<file path="config.mk">
export PLATFORM = sky130hd
export DESIGN_NAME = imem_loader
export DESIGN_NICKNAME = d
export VERILOG_FILES = /design/src/rtl/imem_loader_pkg.sv /design/src/rtl/imem_loader_byte_assembler.sv /design/src/rtl/imem_loader.sv
export SDC_FILE = /design/constraint.sdc
export NUM_CORES = 1
export LEC_CHECK = 0
export BUFFER_PORTS_ARGS = -buffer_cell sky130_fd_sc_hd__buf_4
export CAP_MARGIN = 20
export CORE_MARGIN = 4
export CORE_UTILIZATION = 56
export CTS_BUF_LIST = sky130_fd_sc_hd__clkbuf_8 sky130_fd_sc_hd__clkbuf_16
export DETAILED_ROUTE_END_ITERATION = 7
export PLACE_DENSITY_LB_ADDON = 0.25
export SLEW_MARGIN = 40
export SYNTH_ARGS = -nofsm -noshare
export SYNTH_HDL_FRONTEND = slang
export SYNTH_SLANG_ARGS = --single-unit
export TNS_END_PERCENT = 50
</file>
<file path="constraint.sdc">
create_clock -name clk -period 3.8 [get_ports clk]
set_input_delay 0.76 -clock clk [delete_from_list [all_inputs] [get_ports clk]]
set_output_delay 0.76 -clock clk [all_outputs]
set_load 0.01 [all_outputs]
</file>
<file path="src/rtl/imem_loader_pkg.sv">
// Shared constants for the instruction-memory loader: FSM encodings and
// byte-assembly geometry.
package imem_loader_pkg;

  localparam int BYTES_PER_WORD = 4;
  localparam int IDX_W          = 2;

  typedef logic [1:0] ldr_state_t;

  localparam ldr_state_t LDR_IDLE  = 2'd0;
  localparam ldr_state_t LDR_LOAD  = 2'd1;
  localparam ldr_state_t LDR_WRITE = 2'd2;
  localparam ldr_state_t LDR_DONE  = 2'd3;

endpackage

</file>
<file path="src/rtl/imem_loader_byte_assembler.sv">
// Little-endian byte inserter: each accepted byte lands in the lane picked by
// the running byte index; the word register holds between loads.
module byte_assembler
  import imem_loader_pkg::*;
#(
  parameter int BPW = BYTES_PER_WORD
) (
  input  logic        clk,
  input  logic        rst,
  input  logic        clear,
  input  logic        accept,
  input  logic [7:0]  data,
  output logic [31:0] word,
  output logic        last_byte
);

  logic [IDX_W-1:0] idx;

  always_ff @(posedge clk) begin
    if (rst) begin
      word <= '0;
      idx  <= '0;
    end else if (clear) begin
      idx  <= '0;
    end else if (accept) begin
      word[{idx, 3'b000} +: 8] <= data;
      idx                      <= idx + 1'b1;
    end
  end

  // idx wraps to 0 naturally after the final lane
  assign last_byte = (idx == IDX_W'(BPW - 1));

endmodule

</file>
<file path="src/rtl/imem_loader.sv">
// Streams bytes into instruction memory as 32-bit words starting at address 0,
// holding the core until the requested number of words has been written.
module imem_loader
  import imem_loader_pkg::*;
#(
  parameter int ADDR_W         = 4,
  parameter int BYTES_PER_WORD = imem_loader_pkg::BYTES_PER_WORD
) (
  input  logic              clk,
  input  logic              rst,
  input  logic              start,
  input  logic [ADDR_W:0]   word_count,
  input  logic              in_valid,
  input  logic [7:0]        in_data,
  output logic              in_ready,
  output logic              mem_we,
  output logic [ADDR_W-1:0] mem_addr,
  output logic [31:0]       mem_wdata,
  output logic              cpu_hold,
  output logic              done
);

  localparam int CNT_W = ADDR_W + 1;

  ldr_state_t       state;
  logic [CNT_W-1:0] cnt;
  logic [CNT_W-1:0] tgt;
  logic             xfer;
  logic             start_acc;
  logic             last_byte;

  assign in_ready  = (state == LDR_LOAD);
  assign mem_we    = (state == LDR_WRITE);
  assign done      = (state == LDR_DONE);
  assign cpu_hold  = (state != LDR_DONE);
  assign xfer      = in_valid & in_ready;
  assign start_acc = start & ((state == LDR_IDLE) | (state == LDR_DONE));

  byte_assembler #(.BPW(BYTES_PER_WORD)) u_asm (
    .clk      (clk),
    .rst      (rst),
    .clear    (start_acc),
    .accept   (xfer),
    .data     (in_data),
    .word     (mem_wdata),
    .last_byte(last_byte)
  );

  always_ff @(posedge clk) begin
    if (rst) begin
      state    <= LDR_IDLE;
      mem_addr <= '0;
      cnt      <= '0;
      tgt      <= '0;
    end else begin
      case (state)
        LDR_IDLE, LDR_DONE: begin
          if (start) begin
            // zero encodes a full-depth load
            tgt      <= (word_count == '0) ? {1'b1, {ADDR_W{1'b0}}} : word_count;
            mem_addr <= '0;
            cnt      <= '0;
            state    <= LDR_LOAD;
          end
        end
        LDR_LOAD: begin
          if (xfer && last_byte) state <= LDR_WRITE;
        end
        LDR_WRITE: begin
          if ((cnt + CNT_W'(1)) == tgt) begin
            state <= LDR_DONE;
          end else begin
            cnt      <= cnt + CNT_W'(1);
            mem_addr <= mem_addr + 1'b1;
            state    <= LDR_LOAD;
          end
        end
        default: state <= LDR_IDLE;
      endcase
    end
  end

endmodule
</file>
==> results of run 1 <==
[logic make-up (layout without fill, tap and decap cells)]
| group | Yosys count | in the layout |
|---|---|---|
| XOR/XNOR | 8 | 8 |
| adder cells (fa/ha/maj) | 11 | 11 |
| flip-flops | 50 | 50 |
| multiplexers | 1 | 1 |
| buffers and inverters | 20 | 71 |
| AO/OA/AOI/OAI | 55 | 55 |
| AND/OR/NAND/NOR | 126 | 126 |
[power by group]
part | switching (mW) | internal (mW) | leakage, nW
clock network | 0.174 | 0.194 | 0.0542
registers | 0.00930 | 0.535 | 0.404
logic | 0.0721 | 0.0461 | 0.620
total | 0.255 | 0.774 | 1.08
[worst max-delay path, cell delays in order, from the launching register on]
cell and delay (ns):
dfxtp_1 0.41, inv_1 0.06, ha_1 0.33, and2_1 0.24, nor2_1 0.39, and2_1 0.35
nand3_1 0.14, a21oi_1 0.18
[worst max-delay path by stage]
| stage | slack [ns] | start | cells after the start | endpoint |
|---|---|---|---|---|
| floorplan | 1.88 | start | 7 | u_asm.word[10]$_SDFFE_PP0P_ |
| global placement | 1.64 | start | 6 | u_asm.word[9]$_SDFFE_PP0P_ |
| detailed placement | 1.54 | start | 6 | u_asm.word[6]$_SDFFE_PP0P_ |
| CTS | 1.62 | state[0]$_SDFFE_PP0P_ | 7 | u_asm.word[6]$_SDFFE_PP0P_ |
| global route | 1.38 | state[0]$_SDFFE_PP0P_ | 7 | u_asm.word[18]$_SDFFE_PP0P_ |
| finish | 1.63 | state[0]$_SDFFE_PP0P_ | 7 | u_asm.word[6]$_SDFFE_PP0P_ |
[synthesized netlist by cell type]
cell type / number / area [um^2]
nand4_2: 1 / 12.5
xnor3_1: 1 / 22.5
and2_1: 7 / 43.8
o21bai_1: 1 / 7.51
or2_2: 2 / 12.5
o31ai_4: 1 / 21.3
and3_1: 1 / 6.26
o32ai_1: 1 / 8.76
nor2_1: 6 / 22.5
xnor2_1: 4 / 35.0
nor3_1: 5 / 25.0
nand3_1: 35 / 175
clkbuf_1: 6 / 22.5
buf_2: 4 / 20.0
xor2_1: 3 / 26.3
inv_1: 8 / 30.0
ha_1: 11 / 138
or3_1: 2 / 12.5
dfxtp_1: 50 / 1000
nor3b_1: 3 / 22.5
a21oi_1: 47 / 235
nand2b_1: 2 / 12.5
mux2i_1: 1 / 10.0
nor4_1: 2 / 12.5
o21ai_0: 4 / 20.0
nand2_1: 53 / 199
buf_4: 1 / 7.51
a211oi_1: 1 / 7.51
or2_0: 1 / 6.26
or4_1: 4 / 30.0
nor2b_1: 1 / 6.26
buf_1: 1 / 3.75
or2_1: 1 / 6.26
[placed cells by master, fill, tap and decap left out, types with 2 or more instances in the layout]
| cell | count |
|---|---|
| and2_1 | 7 |
| nand2b_1 | 2 |
| nand2_1 | 53 |
| nor4_1 | 2 |
| nor3b_2 | 2 |
| o21ai_0 | 4 |
| or2_2 | 2 |
| xor2_1 | 3 |
| nor3_1 | 5 |
| nand3_1 | 35 |
| clkbuf_8 | 5 |
| dfxtp_1 | 50 |
| buf_4 | 56 |
| xnor2_1 | 4 |
| inv_1 | 8 |
| or4_1 | 4 |
| ha_1 | 11 |
| or3_1 | 2 |
| nor2_1 | 6 |
| a21oi_1 | 47 |
[cell type report]
cell class	instances	area [um^2]	share of cell area
sequential	50	1000	0.362
timing repair buffer	56	420	0.152
clock buffer	5	68.8	0.0249
clock inverter	2	38.8	0.0140
multi-input combinational	201	1150	0.415
tap	48	60.1	0.0217
inverter	8	30.0	0.0109
[per-layer routing]
layer,vias up,global-route usage
met5,-,0
met4,0,0.0981
met3,11,0.0455
met2,62,0.313
met1,895,0.279
li1,1023,-
[flip-flops by register name (all words and copies together) (netlist names)]
| register | flops |
|---|---|
| u_asm.idx | 2 |
| u_asm.word | 32 |
| state | 2 |
| tgt | 5 |
| mem_addr | 4 |
| cnt | 5 |
==> impl_metrics.tcl, run 1 <==
set metrics [dict create \
    slew_headroom 0.455 \
    path_max_fanout 8 \
    fin_util 0.739 \
    drv_cap 0 \
    cts.repair.resized 0 \
    ir_worst_vdd_v 0.000250 \
    drc 0 \
    wl_met3_um 301 \
    gp_congestion 0.780 \
    reg2reg_depth 7 \
    hp-class "flip-flop to flip-flop" \
    gr-total-overflow 0 \
    period_needed_ns 2.17 \
    rsz0062_at_grt "false" \
    wl_mm 5.18 \
    chipWidth_um 71.0 \
    layout.cells.non_filler 370 \
    numPortBuffers 56 \
    grt_max_degree 52 \
    chipHeight_um 71.0 \
    worst_pin_slew_ns 0.816 \
    synth_compound_area_frac 0.135 \
    nFillCells 303 \
    outcome "finished clean" \
    min_to "u_asm.word[29]$_SDFFE_PP0P_" \
    r2r_end "u_asm.word[6]$_SDFFE_PP0P_" \
    placed_cell_area_um2 2650 \
    max_freq_ghz 0.460 \
    std_cell_rows 22 \
    dr_total_vias 1991 \
    finClkSkew_ns 0.00947 \
    numClockSinks 50 \
    post-route-period-util 0.572 \
    power_mw 1.03 \
    core_area_um2 3740 \
    synthMuxAreaShare 0.00450 \
    holdWs_ns 0.454 \
    start_kind "flip-flop" \
    synth_top_family_by_area "simple AND/OR/NAND/NOR gates" \
    hold_depth 2 \
    grt_pass1_wl_mm 8.41 \
    hold_viol 0 \
    syn2layout_area_growth_pct 24.5 \
    cts_setup_buffers 0 \
    drt-met1-wl_mm 2.38 \
    dp_cells 363 \
    p_per_area_nw_per_um2 372 \
    regToRegSetupSlack_ns 1.63 \
    met2WireLength_mm 2.42 \
    antennaDiodeCount 0 \
    min-delay-start "u_asm.word[29]$_SDFFE_PP0P_" \
    netlist_area_um2 2220 \
    cp.arrival_ns 2.41 \
    setup_viol 0 \
    ys_warn_count 0 \
    via_per_inst 5.38 \
    track_usage 0.207 \
    setup_tns_ns 0 \
    cts_buffers 5 \
    highest_layer "met4" \
    ys_seq_area_frac 0.450 \
    wl_per_cell_um 14.0 \
    h-tree-depth 2 \
    ys_types 33 \
    dr.first_iter.drc_count 150 \
    layout-drive-gt1-share 0.214 \
    synthAdderAreaFrac 0.0619 \
    synth_nets 299 \
    synth-simple-area-share 0.273 \
    fin_area_um2 2770 \
    synth_xor_area_frac 0.0377 \
    cts_buffer_depth 2 \
    place_hpwl_mm 3.66 \
    die_area_um2 5040 \
    pre_cts_ws_ns 1.54 \
    ant_nets 0 \
    root_buffer "clkbuf_8" \
    crit_required_ns 4.04 \
    grt_pass1_vias 1884 \
    synth_seq_cells 50 \
    clkLatencyLatePin_ns 0.31 \
    ctsHoldBuffers 0 \
    path_clk_slew_ns 0.09 \
    crit_type "flip-flop to flip-flop" \
    pin_count 57 \
    syn_inst 271 \
    timing.rr.start "state[0]$_SDFFE_PP0P_" \
    cp-end-kind "flip-flop" \
    power_leakage_nw 1.08 \
    finalWorstSetupSlack_ns 1.63 \
    cts_tree "yes" \
    start_util 0.594 \
    fin_nets 350 \
    firstDrtPassIters 4 \
    syn_avg_cell_area_um2 8.20 \
    antenna_found_initial 0 \
    slew_viol_final 0 \
]
Note: power is estimated with default switching activity, not from simulation.
==> inputs of run 2 (changes only) <==
--- a/config.mk
+++ b/config.mk
@@ -5,10 +5,11 @@
 export SDC_FILE = /design/constraint.sdc
 export NUM_CORES = 1
 export LEC_CHECK = 0
+export ABC_AREA = 1
 export BUFFER_PORTS_ARGS = -buffer_cell sky130_fd_sc_hd__buf_4
 export CAP_MARGIN = 20
 export CORE_MARGIN = 4
-export CORE_UTILIZATION = 56
+export CORE_UTILIZATION = 53
 export CTS_BUF_LIST = sky130_fd_sc_hd__clkbuf_8 sky130_fd_sc_hd__clkbuf_16
 export DETAILED_ROUTE_END_ITERATION = 7
 export PLACE_DENSITY_LB_ADDON = 0.25
==> constraint.sdc (replaced) <==
create_clock -name clk -period 2.1 [get_ports clk]
set_input_delay 0.42 -clock clk [delete_from_list [all_inputs] [get_ports clk]]
set_output_delay 0.42 -clock clk [all_outputs]
set_load 0.01 [all_outputs]
==> run 2 against run 1 <==
Effect of this change: utilization is 6.0 points lower; area after synthesis increased by 11%; register-to-register slack lost 1.4 ns; critical path depth is 1 higher; flip-flop and latch count unchanged; routed wire length increased by 16%; sequential share of layout area shrank 2.8 points; critical path type unchanged; largest cell class unchanged; largest power group unchanged.
==> impl_metrics.tcl, run 2 <==
set metrics [dict create \
    outcome "finished clean" \
    power_leakage_nw 1.37 \
    gr-total-overflow 0 \
    antennaDiodeCount 0 \
    cp.arrival_ns 2.17 \
    netlist_area_um2 2460 \
    ys_types 28 \
    internal_power_mw 1.56 \
    track_usage 0.214 \
    wl_mm 5.99 \
    biggestRegsByFlops "u_asm.word: 32 flops, cnt: 5 flops, tgt: 5 flops" \
    core_area_um2 4410 \
    syn2layout_area_growth_pct 22.0 \
    place_hpwl_mm 4.35 \
    setup_viol 0 \
    min-delay-start "word_count[3]" \
    synth_top_area_frac 0.407 \
    synth_nets 359 \
    worst_pin_slew_ns 0.360 \
    rsz0062_at_grt "false" \
    start_util 0.557 \
    max_freq_ghz 0.522 \
    final_common_cell "nand2_1" \
    firstDrtPassIters 4 \
    setup_tns_ns 0 \
    hold_depth 3 \
    std_cell_rows 24 \
    root_buffer "clkbuf_8" \
    min_to "tgt[4]$_SDFFE_PP0P_" \
    p_per_area_nw_per_um2 797 \
    dr_total_vias 2370 \
    drv_cap 0 \
    path_max_fanout 12 \
    ir_worst_vdd_v 0.000499 \
    clock_power_share 0.256 \
    fin_nets 412 \
    path_cells "inv_1, ha_2, nand2_1, inv_2, nor2_4, nand2_2, or3_1, a21oi_1" \
    synth_edf_count 0 \
    regToRegSetupSlack_ns 0.18 \
    largest_reg_flops 32 \
    chipWidth_um 76.1 \
    ant_nets 0 \
    cp-end-kind "flip-flop" \
    syn_inst 331 \
    ys_seq_area_frac 0.407 \
    pin_count 57 \
    dr.first_iter.drc_count 163 \
    crit_type "flip-flop to flip-flop" \
    cts_buffers 5 \
    synth_flop_cell "dfxtp_1" \
    via_per_inst 5.42 \
    r2r_end "u_asm.word[16]$_SDFFE_PP0P_" \
    reg2reg_depth 8 \
    final_cell_mix "67 x nand2_1, 64 x buf_4, 50 x dfxtp_1, 33 x a21oi_1, 32 x nand3_1" \
    synthTopCellsByArea "dfxtp_1 41%, nand2_1 10%, a21oi_1 6.7%, nand3_1 6.5%, ha_1 5.6%" \
    power_mw 2.39 \
    gp_congestion 0.899 \
    ys_warn_count 0 \
    wl_per_cell_um 13.7 \
    path_clk_slew_ns 0.10 \
    synth_common_cells "67 x nand2_1, 50 x dfxtp_1, 33 x a21oi_1, 32 x nand3_1, 29 x nor2_1" \
    slew_headroom 0.760 \
    synth.most_common_cell "nand2_1" \
    layout-drive-gt1-share 0.234 \
    hp-class "input pin to flip-flop" \
    die_area_um2 5790 \
    syn_avg_cell_area_um2 7.42 \
    synth_seq_cells 50 \
    drc 0 \
    slew_viol_final 0 \
    cts_tree "yes" \
    synth_top_area_cell "dfxtp_1" \
    clkLatencyLatePin_ns 0.31 \
    antenna_found_initial 0 \
    worst-path-buf-inv 2 \
    ys_async_sr_fraction 0 \
    swShare 0.347 \
    timing.rr.start "state[0]$_SDFFE_PP0P_" \
    chipHeight_um 76.1 \
    finClkSkew_ns 0.0130 \
    fin_util 0.679 \
    comb_power_share 0.281 \
    grt_pass1_wl_mm 10.5 \
    p_switching_mw 0.830 \
    grt_pass1_vias 2265 \
    cts_buffer_depth 2 \
    numClockSinks 50 \
    cpMaxStageDelayCell "dfxtp_1" \
    post-route-period-util 0.912 \
    grt_max_degree 28 \
    critPathMaxStageDelay_ns 0.41 \
    hold_viol 0 \
    numPortBuffers 56 \
    largest-register "u_asm.word" \
    p_seq_frac 0.462 \
    cp_top_family "simple AND/OR/NAND/NOR gates" \
    h-tree-depth 2 \
    crit_required_ns 2.35 \
    start_kind "flip-flop" \
    period_needed_ns 1.92 \
]
[run 2: cell count changes in the layout (fill, tap and decap cells not counted), moves of 10 or more]
cell | previous run | this run
inv_1 | 8 | 22
or3_1 | 2 | 12
nor2_1 | 6 | 29
a21oi_1 | 47 | 33
nand2_1 | 53 | 67
[run 2: cell type report]
type                            count  area [um^2]
Multi-Input combinational cell    234         1240
Sequential cell                    50         1000
Fill cell                         400         1420
Clock inverter                      2         16.3
Tap cell                           52         65.1
Timing Repair Buffer               64          480
Inverter                           29          109
Clock buffer                        6         82.6
[run 2: worst register-to-register path: stages (launching register included)]
cell     delay (ns)
dfxtp_1        0.41
inv_1          0.07
ha_2           0.30
nand2_1        0.10
inv_2          0.06
nor2_4         0.24
nand2_2        0.20
or3_1          0.36
a21oi_1        0.12
[run 2: repair_timing]
| action | CTS | global route |
|---|---|---|
| resized for setup | 0 | 1 |
| buffers inserted | 0 | 2 |
| hold buffers | 0 | 0 |
| endpoints found under the hold margin | 0 | 0 |
| endpoints found under the setup margin | 0 | 20 |
[run 2: how the worst max path moves through the flow]
stage,to,from,depth (start not counted)
3_3_place_gp,u_asm.word[16]$_SDFFE_PP0P_,state[0]$_SDFFE_PP0P_,8
6_report,u_asm.word[16]$_SDFFE_PP0P_,state[0]$_SDFFE_PP0P_,8
2_1_floorplan,u_asm.word[12]$_SDFFE_PP0P_,u_asm.idx[0]$_SDFFE_PP0P_,8
4_1_cts,u_asm.word[16]$_SDFFE_PP0P_,state[0]$_SDFFE_PP0P_,8
5_1_grt,u_asm.word[16]$_SDFFE_PP0P_,state[0]$_SDFFE_PP0P_,8
3_5_place_dp,u_asm.word[16]$_SDFFE_PP0P_,state[0]$_SDFFE_PP0P_,8
[run 2: layer usage]
layer  global-route usage  up-vias  share of wire
li1                     -     1208              -
met1                0.291     1079           0.47
met2                0.324       69           0.45
met3               0.0567       14          0.062
met4               0.0787        0          0.020
met5                    0        -              0
[run 2: power by group through the flow]
stage	Sequential, mW	Clock, mW	Combinational, mW
finish	1.10	0.612	0.672
global route	1.12	0.659	0.765
CTS	1.10	0.619	0.661
detailed placement	1.12	0	0.656
global placement	1.12	0	0.638
floorplan	1.12	0	0.463
[run 2: logic make-up (layout without fill, tap and decap cells)]
kind of cell | after synthesis | count (layout) | synth area share
AOI/OAI and AO/OA | 58 | 58 | 0.138
and+or+nand+nor | 165 | 165 | 0.311
buffers and inverters | 47 | 101 | 0.0876
adders and majority gates | 11 | 11 | 0.0560
DFF | 50 | 50 | 0.407
[run 2: stage by stage]
step                      instance area (um^2)  setup WS (ns)  hold slack [ns]  instances
final                                     3000          0.184            0.391        437
after detailed placement                  2880          0.123            0.459        427
after CTS                                 2980          0.102            0.392        435
after global routing                      3000         0.0173            0.394        437
after floorplan                           2460          0.410            0.444        331
after global placement                    2880          0.227            0.454        427
